`config.mk`:
```
export PLATFORM = sky130hd
export DESIGN_NAME = serial_adder
export DESIGN_NICKNAME = d
export VERILOG_FILES = /design/src/rtl/serial_adder_pkg.sv /design/src/rtl/serial_adder_digit_adder.sv /design/src/rtl/serial_adder.sv
export SDC_FILE = /design/constraint.sdc
export NUM_CORES = 1
export LEC_CHECK = 0
export CORE_MARGIN = 4
export CORE_UTILIZATION = 25
export DETAILED_ROUTE_END_ITERATION = 12
export DONT_BUFFER_PORTS = 1
export SLEW_MARGIN = 10
export SYNTH_ARGS = -nofsm -noshare
export SYNTH_HDL_FRONTEND = slang
export SYNTH_SLANG_ARGS = --single-unit
```
`constraint.sdc`:
```
create_clock -name clk -period 1.6 [get_ports clk]
set_input_delay 0.32 -clock clk [delete_from_list [all_inputs] [get_ports clk]]
set_output_delay 0.32 -clock clk [all_outputs]
set_load 0.05 [all_outputs]
```
`src/rtl/serial_adder_pkg.sv`:
```
// Shared types and elaboration helpers for the digit-serial adder/subtractor.
package serial_adder_pkg;

  typedef enum logic [1:0] {
    IDLE = 2'd0,
    RUN  = 2'd1,
    DONE = 2'd2
  } state_t;

  // Digit counter must hold STEPS-1; a single-step adder still gets one bit.
  function automatic int cnt_width(input int steps);
    return (steps > 1) ? $clog2(steps) : 1;
  endfunction

  function automatic bit params_ok(input int width, input int digit);
    return (width >= 2) && (digit >= 1) && ((width % digit) == 0);
  endfunction

endpackage

```
`src/rtl/serial_adder_digit_adder.sv`:
```
// Combinational DIGIT-bit adder slice; also exposes the carry into its top bit.
module digit_adder
  import serial_adder_pkg::*;
#(
  parameter int DIGIT = 1
) (
  input  logic [DIGIT-1:0] x,
  input  logic [DIGIT-1:0] y,
  input  logic             cin,
  output logic [DIGIT-1:0] s,
  output logic             co,
  output logic             ctop
);

  generate
    if (DIGIT == 1) begin : g_single
      assign ctop = cin;
      assign s    = x ^ y ^ cin;
    end else begin : g_multi
      // Add the lower bits separately so the carry into the top bit is visible.
      logic [DIGIT-1:0] low;
      assign low  = {1'b0, x[DIGIT-2:0]} + {1'b0, y[DIGIT-2:0]} + {{(DIGIT-1){1'b0}}, cin};
      assign ctop = low[DIGIT-1];
      assign s    = {x[DIGIT-1] ^ y[DIGIT-1] ^ ctop, low[DIGIT-2:0]};
    end
  endgenerate

  assign co = (x[DIGIT-1] & y[DIGIT-1]) | (ctop & (x[DIGIT-1] ^ y[DIGIT-1]));

endmodule

```
`src/rtl/serial_adder.sv`:
```
// Multi-cycle adder/subtractor: DIGIT bits per clock, LSD first, with registered carry.
module serial_adder
  import serial_adder_pkg::*;
#(
  parameter int WIDTH = 8,
  parameter int DIGIT = 1
) (
  input  logic             clk,
  input  logic             rst_n,
  input  logic             start,
  input  logic             sub,
  input  logic [WIDTH-1:0] a,
  input  logic [WIDTH-1:0] b,
  output logic             busy,
  output logic             done,
  output logic [WIDTH-1:0] sum,
  output logic             cout,
  output logic             ovf
);

  localparam int STEPS = WIDTH / DIGIT;
  localparam int CW    = cnt_width(STEPS);
  localparam logic [CW-1:0] LAST = CW'(STEPS - 1);

  generate
    if (!params_ok(WIDTH, DIGIT)) begin : g_param_err
      $error("serial_adder: WIDTH must be >= 2 and a multiple of DIGIT");
    end
  endgenerate

  state_t           state;
  logic [WIDTH-1:0] a_sh;
  logic [WIDTH-1:0] b_sh;
  logic [WIDTH-1:0] res_sh;
  logic [WIDTH-1:0] res_next;
  logic [CW-1:0]    cnt;
  logic             carry;
  logic             msb_cin;
  logic [DIGIT-1:0] d;
  logic             d_co;
  logic             d_top;
  logic             accept;

  digit_adder #(
    .DIGIT(DIGIT)
  ) u_digit (
    .x    (a_sh[DIGIT-1:0]),
    .y    (b_sh[DIGIT-1:0]),
    .cin  (carry),
    .s    (d),
    .co   (d_co),
    .ctop (d_top)
  );

  // New digits enter at the MSB end so the first digit ends up at the LSB.
  always_comb begin
    res_next = res_sh >> DIGIT;
    res_next[WIDTH-1 -: DIGIT] = d;
  end

  assign accept = start && ((state == IDLE) || (state == DONE));

  always_ff @(posedge clk or negedge rst_n) begin
    if (!rst_n) begin
      state   <= IDLE;
      busy    <= 1'b0;
      done    <= 1'b0;
      sum     <= '0;
      cout    <= 1'b0;
      ovf     <= 1'b0;
      a_sh    <= '0;
      b_sh    <= '0;
      res_sh  <= '0;
      cnt     <= '0;
      carry   <= 1'b0;
      msb_cin <= 1'b0;
    end else begin
      done <= 1'b0;
      case (state)
        IDLE: ;
        RUN: begin
          res_sh <= res_next;
          a_sh   <= a_sh >> DIGIT;
          b_sh   <= b_sh >> DIGIT;
          carry  <= d_co;
          cnt    <= cnt + CW'(1);
          if (cnt == LAST) begin
            msb_cin <= d_top;
            busy    <= 1'b0;
            state   <= DONE;
          end
        end
        DONE: begin
          sum   <= res_sh;
          cout  <= carry;
          ovf   <= msb_cin ^ carry;
          done  <= 1'b1;
          state <= IDLE;
        end
        default: state <= IDLE;
      endcase
      // Subtraction is A + ~B + 1, so the inverted operand and carry-in are set here.
      if (accept) begin
        state <= RUN;
        busy  <= 1'b1;
        a_sh  <= a;
        b_sh  <= sub ? ~b : b;
        carry <= sub;
        cnt   <= '0;
      end
    end
  end

endmodule
```
==> results of run 1 <==
## path summary, 6_finish.rpt
kind                                         end  cells past startpoint
max in group asynchronous     cnt[0]$_DFFE_PN0P_                      2
min in group asynchronous     sum[3]$_DFFE_PN0P_                      2
hold / removal               a_sh[3]$_DFFE_PN0P_                      2
hold reg to reg               sum[0]$_DFFE_PN0P_                      1
setup / recovery           res_sh[7]$_DFFE_PN0P_                      2
setup reg to reg           res_sh[7]$_DFFE_PN0P_                      2
## synth_stat cells (3+ instances only)
cell	instances
dfrtp_1	43
mux2_2	18
nand2_1	9
o21ai_0	9
nor2_1	8
xnor2_1	8
a221o_1	7
mux2i_1	7
a22o_1	4
buf_2	3
buf_6	3
## worst register-to-register path: stages (launching register included)
cell and delay (ns):
dfrtp_1 0.46, fa_1 0.50, mux2_2 0.27
## cell type report
cell class | count | area, um2 | area share
sequential | 43 | 1080 | 0.516
multi-input combinational | 85 | 687 | 0.329
clock inverter | 2 | 35.0 | 0.0168
timing repair buffer | 8 | 82.6 | 0.0396
clock buffer | 6 | 82.6 | 0.0396
tap | 96 | 120 | 0.0576
inverter | 1 | 3.75 | 0.00180
## metrics by stage
stage	hold WS, ns	cell area, um2	power (mW)	setup slack, ns
floorplan	0.0244	1840	3.45	0.325
detailed placement	0.0254	1930	3.69	0.259
global placement	0.0254	1930	3.64	0.265
finish	0.140	2090	4.53	0.267
global route	0.143	2090	4.86	0.160
CTS	0.139	2090	4.60	0.248
## power groups by stage
stage          clock network (mW)  logic (mW)  registers, mW
2_1_floorplan                   0        1.13           2.32
3_3_place_gp                    0        1.21           2.43
3_5_place_dp                    0        1.25           2.44
4_1_cts                     0.902        1.28           2.42
5_1_grt                     0.950        1.44           2.47
6_report                    0.872        1.26           2.40
## sequential cells by signal, summed over array words and instances (netlist names), 2 cells and up
name,flops
sum,8
a_sh,8
res_sh,8
cnt,3
state,2
b_sh,8
## cells by family after synthesis
family,share of synthesized area
flip-flops,0.585
AND/OR/NAND/NOR,0.0654
XOR/XNOR,0.0429
buffers and inverters,0.0408
multiplexers,0.148
AO/OA/AOI/OAI,0.0926
adder cells (fa/ha/maj),0.0245
## routing by layer
metal | routed length, um | global-route usage | vias to the layer above
met4 | 47 | 0.0289 | 0
met1 | 1550 | 0.113 | 514
met3 | 226 | 0.0337 | 6
met2 | 1440 | 0.115 | 34
met5 | 0 | 0 | -
li1 | - | - | 495
==> results.py, run 1 <==
metrics = {
    "cts": {
        "max_clock_buf_depth": 2,
        "cts_inserted_buffers": 5,
        "htree_levels": 2,
        "worstSkewPairLatency_ns": 0.29,
        "tritoncts": "done",
        "clkSinkCount": 43,
        "clock_tree.root_cell": "clkbuf_8",
        "post_cts.repair.setup_buffers": 0,
        "ctsHoldBuffers": 2,
        "postCtsResizedCells": 0,
        "clock_transition_at_the_registers_of_the_reported_paths_ns": 0.08,
    },
    "synth": {
        "synth_top_area_frac": 0.585,
        "synth_area_leaders": "dfrtp_1 (59%), mux2_2 (11%), a221o_1 (3.8%)",
        "summed_instance_area_of_the_synthesized_netlist_um2": 1840,
        "syn_area_per_cell_um2": 13.2,
        "synth.yosys.seq_area_share": 0.585,
        "asyncSetResetFlopFracSynth": 1.00,
        "postSynthRegisterBits": 43,
        "warnings_synthesis": 0,
        "synth_edf_count": 0,
        "synthDominantAreaCellType": "dfrtp_1",
        "synth_nets": 162,
        "ys.flop_type": "dfrtp_1",
        "synthesis.instances": 139,
        "ys_types": 26,
    },
    "cells_and_area": {
        "most-common-layout-cells": "dfrtp_1 (43), mux2_2 (18), nand2_1 (9), o21ai_0 (9)",
        "fin_cells": 241,
        "final_common_cell": "dfrtp_1",
        "num_antenna_cells": 0,
        "finalCoreUtilization": 0.299,
        "layout-drive-gt1-share": 0.241,
        "final_nets": 167,
        "area_growth_pct": 13.5,
        "n_fill_cell": 745,
    },
    "critical_path": {
        "worstPathCellList": "fa_1 > mux2_2",
        "crit_path_start": "carry$_DFFE_PN0P_",
        "timing.critical_path.required_ns": 1.78,
        "critPathCaptureType": "register",
        "worst-r2r-setup-slack_ns": 0.27,
        "reg2reg_from": "carry$_DFFE_PN0P_",
        "largest_stage_delay_worst_path_ns": 0.50,
        "crit_slowest_cell": "fa_1",
        "critical_path_arrival_ns": 1.52,
        "critPathTopFamily": "adder cells",
        "worst-path-buf-inv": 0,
        "crit_path_max_fanout": 5,
        "timing.critical_path.from_type": "register",
        "worstSetupPathType": "register to register",
    },
    "power_and_ir_drop": {
        "internal-power_mw": 2.80,
        "maximum_resistive_drop_on_vdd_mv": 0.611,
        "power.share.combinational": 0.278,
        "seq_power_share": 0.530,
        "p_switching_mw": 1.72,
        "power.leakage_nw": 0.908,
        "pwr-share-clk": 0.193,
        "power_density_nw_per_um2": 2170,
        "switching_share": 0.381,
    },
    "worst_hold_path": {
        "min-delay-path-class": "input pin to register",
        "min_from": "a[3]",
    },
    "timing": {
        "rsz_0062_raised_after_global_routing": "false",
        "min_period_over_period": 0.833,
        "max_slew.worst_pin.slew_ns": 0.493,
        "period_minus_slack_ns": 1.33,
        "finalSetupViolCount": 0,
        "tns_ns": 0,
        "timing_max_transition_violations_final": 0,
        "slew_headroom": 0.671,
        "report.final.hold_viol_count": 0,
        "max_clock_freq_ghz": 0.750,
        "finalClockSkew_ns": 0.00554,
    },
    "grt": {
        "gr-total-overflow": 0,
        "antenna_violations_before_repair": 0,
        "grt_start_max_net_pins": 44,
        "via_count_of_the_first_global_routing_pass": 1072,
        "grt_first_pass_wirelength_mm": 5.53,
        "global_route.usage.total": 0.0819,
    },
    "drt": {
        "wirelength_per_cell_um": 13.6,
        "vias": 1049,
        "vias_per_cell": 4.35,
        "detail_route.iter0.violations": 28,
        "ant_nets": 0,
        "drt_pre_antenna_iters": 4,
        "drc": 0,
        "finalWirelength_mm": 3.27,
    },
    "die": {
        "die_w_um": 93.7,
        "die-height_um": 93.7,
        "floorplan.initialDensity": 0.263,
        "number_of_standard_cell_rows_in_the_floorplan": 30,
        "design.portCount": 32,
        "placeableCoreArea_um2": 6980,
        "dieArea_um2": 8790,
    },
    "placement": {
        "placement.io_buffers": 0,
        "finalWeightedCongestion": 0.723,
        "detailedPlacementHpwl_mm": 2.26,
        "dp.cells": 231,
    },
    "run_status": {
        "outcome": "finished clean",
    },
    "job": {
        "cap_viol_max_count": 0,
    },
}
No activity file was read; power rests on OpenSTA's default activity.
==> run 2, diff against run 1 <==
==> constraint.sdc (replaced) <==
create_clock -name clk -period 1.1 [get_ports clk]
set_input_delay 0.22 -clock clk [delete_from_list [all_inputs] [get_ports clk]]
set_output_delay 0.22 -clock clk [all_outputs]
set_load 0.05 [all_outputs]
==> run 2 against run 1 <==
Net effect:
- the flow now finishes with violations (hold timing, setup timing)
- sequential power is 19% higher
- non-clock buffer count is 30 higher
- maximum frequency is 7.8% higher
- setup slack worse by 0.40 ns
- wire length is 4.7% higher
- register-to-register slack worse by 0.40 ns
- count of clock-buffer cells in the layout stayed put
- combinational power grew to 3.0 times the previous value
- core utilization is 5.3 points higher
- global-route usage hardly changed
- die area stayed put
- largest power group is now combinational logic
==> results.py, run 2 (synthesized netlist as in run 1, its figures left out) <==
metrics = {
    "run_status": {
        "outcome": "complete, but fails checks",
        "violations": "hold timing, setup timing",
    },
    "drt": {
        "vias": 1158,
        "detail_route.iter0.violations": 36,
        "wirelength_per_cell_um": 12.6,
        "finalWirelength_mm": 3.42,
        "vias_per_cell": 4.27,
        "drt_pre_antenna_iters": 4,
        "ant_nets": 0,
        "drc": 0,
    },
    "cts": {
        "tritoncts": "done",
        "clock_transition_at_the_registers_of_the_reported_paths_ns": 0.08,
        "cts_inserted_buffers": 5,
        "clock_tree.root_cell": "clkbuf_8",
        "max_clock_buf_depth": 2,
        "clkSinkCount": 43,
        "htree_levels": 2,
        "worstSkewPairLatency_ns": 0.29,
    },
    "cells_and_area": {
        "layout-drive-gt1-share": 0.423,
        "final_common_cell": "dfrtp_1",
        "area_growth_pct": 33.5,
        "most-common-layout-cells": "dfrtp_1 (43), buf_6 (19), buf_4 (19)",
        "num_antenna_cells": 0,
        "final_nets": 197,
    },
    "critical_path": {
        "ff2ff_path_depth": 4,
        "timing.critical_path.required_ns": 1.28,
        "critPathCaptureType": "register",
        "worst_r2r_end": "msb_cin$_DFFE_PN0P_",
        "worst-r2r-setup-slack_ns": -0.14,
        "timing.critical_path.from_type": "register",
        "crit_path_max_fanout": 5,
        "reg2reg_from": "state[0]$_DFFE_PN0P_",
        "worstSetupPathType": "register to register",
        "critical_path_arrival_ns": 1.42,
    },
    "timing": {
        "rsz_0062_raised_after_global_routing": "true",
        "max_clock_freq_ghz": 0.809,
        "min_period_over_period": 1.12,
        "tns_ns": -3.27,
        "fin_worst_hold_slack_ns": -0.389,
        "max_slew.worst_pin.slew_ns": 0.481,
        "report.final.hold_viol_count": 43,
        "timing_max_transition_violations_final": 0,
        "finalWorstSetupSlack_ns": -0.136,
        "period_minus_slack_ns": 1.24,
        "finalClockSkew_ns": 0.00648,
        "finalSetupViolCount": 39,
        "slew_headroom": 0.679,
    },
    "power_and_ir_drop": {
        "maximum_resistive_drop_on_vdd_mv": 1.24,
        "power.share.combinational": 0.482,
        "power_density_nw_per_um2": 3230,
        "switching_share": 0.351,
        "pwr-share-clk": 0.158,
        "seq_power_share": 0.360,
        "power.leakage_nw": 1.12,
        "design_power_total_mw": 7.92,
        "p_switching_mw": 2.78,
        "internal-power_mw": 5.14,
    },
    "die": {
        "placeableCoreArea_um2": 6980,
        "design.portCount": 32,
        "die_w_um": 93.7,
        "number_of_standard_cell_rows_in_the_floorplan": 30,
        "die-height_um": 93.7,
        "dieArea_um2": 8790,
        "floorplan.initialDensity": 0.263,
    },
    "placement": {
        "finalWeightedCongestion": 0.711,
        "pre_cts_ws_ns": -0.160,
        "placement.io_buffers": 0,
        "detailedPlacementHpwl_mm": 2.39,
    },
    "grt": {
        "via_count_of_the_first_global_routing_pass": 1160,
        "antenna_violations_before_repair": 0,
        "grt_start_max_net_pins": 44,
        "grt_first_pass_wirelength_mm": 5.64,
        "global_route.usage.total": 0.0816,
        "gr-total-overflow": 0,
    },
    "job": {
        "cap_viol_max_count": 0,
    },
    "worst_hold_path": {
        "min-delay-path-class": "input pin to asynchronous set/reset pin",
    },
}
[run 2: cell count changes in the layout (fill, tap and decap cells not counted), sizes merged]
cell	change
dlygate4sd3	-1
buf	+31
[run 2: layer usage]
metal	routed length (um)	global-route usage	vias to the layer above
li1	-	-	554
met1	1650	0.107	563
met2	1460	0.120	34
met3	277	0.0361	7
met4	36	0.0253	0
met5	0	0	-
[run 2: stage by stage]
step                      cells  utilization  area, um2  hold WS [ns]
after floorplan             139            -       1910       -0.0756
after global placement      250        0.305       2130       -0.0745
after detailed placement    250        0.305       2130       -0.0745
after CTS                   262        0.337       2350        -0.398
after global routing        271        0.351       2450        -0.412
final                       271        0.351       2450        -0.389
[run 2: power groups by stage]
| stage | clock [mW] | sequential [mW] | combinational, mW |
|---|---|---|---|
| final | 1.25 | 2.85 | 3.81 |
| after global routing | 1.36 | 2.94 | 4.10 |
| after CTS | 1.29 | 2.86 | 3.54 |
| after detailed placement | 0 | 2.87 | 3.14 |
| after global placement | 0 | 2.85 | 3.07 |
| after floorplan | 0 | 3.41 | 1.83 |
[run 2: critical path, cell delays in order (launching register included)]
cell and delay [ns]:
dfrtp_1 0.39, nor2b_4 0.27, buf_6 0.14, nand2_4 0.04
mux2_4 0.28
[run 2: cell type report]
class / count / area, um2
Sequential cell: 43 / 1080
Clock buffer: 6 / 82.6
Inverter: 1 / 3.75
Timing Repair Buffer: 38 / 357
Fill cell: 710 / 4530
Multi-Input combinational cell: 85 / 779
Clock inverter: 2 / 35.0
Tap cell: 96 / 120
[run 2: repair_timing]
action / CTS / global route
endpoints found under the setup margin: 49 / 52
gates cloned: 0 / 0
pin swaps: 2 / 3
hold endpoints to repair: 43 / 43
setup buffers: 4 / 9
gates resized for setup: 23 / 9
[run 2: worst max path at each step]
| stage | end | slack (ns) | from |
|---|---|---|---|
| after detailed placement | sum[5]$_DFFE_PN0P_ | -0.16 | state[0]$_DFFE_PN0P_ |
| after global placement | res_sh[7]$_DFFE_PN0P_ | -0.12 | a_sh[0]$_DFFE_PN0P_ |
| after floorplan | res_sh[7]$_DFFE_PN0P_ | -0.11 | a_sh[0]$_DFFE_PN0P_ |
| final | msb_cin$_DFFE_PN0P_ | -0.14 | state[0]$_DFFE_PN0P_ |
| after CTS | msb_cin$_DFFE_PN0P_ | -0.15 | state[0]$_DFFE_PN0P_ |
| after global routing | a_sh[5]$_DFFE_PN0P_ | -0.20 | state[0]$_DFFE_PN0P_ |
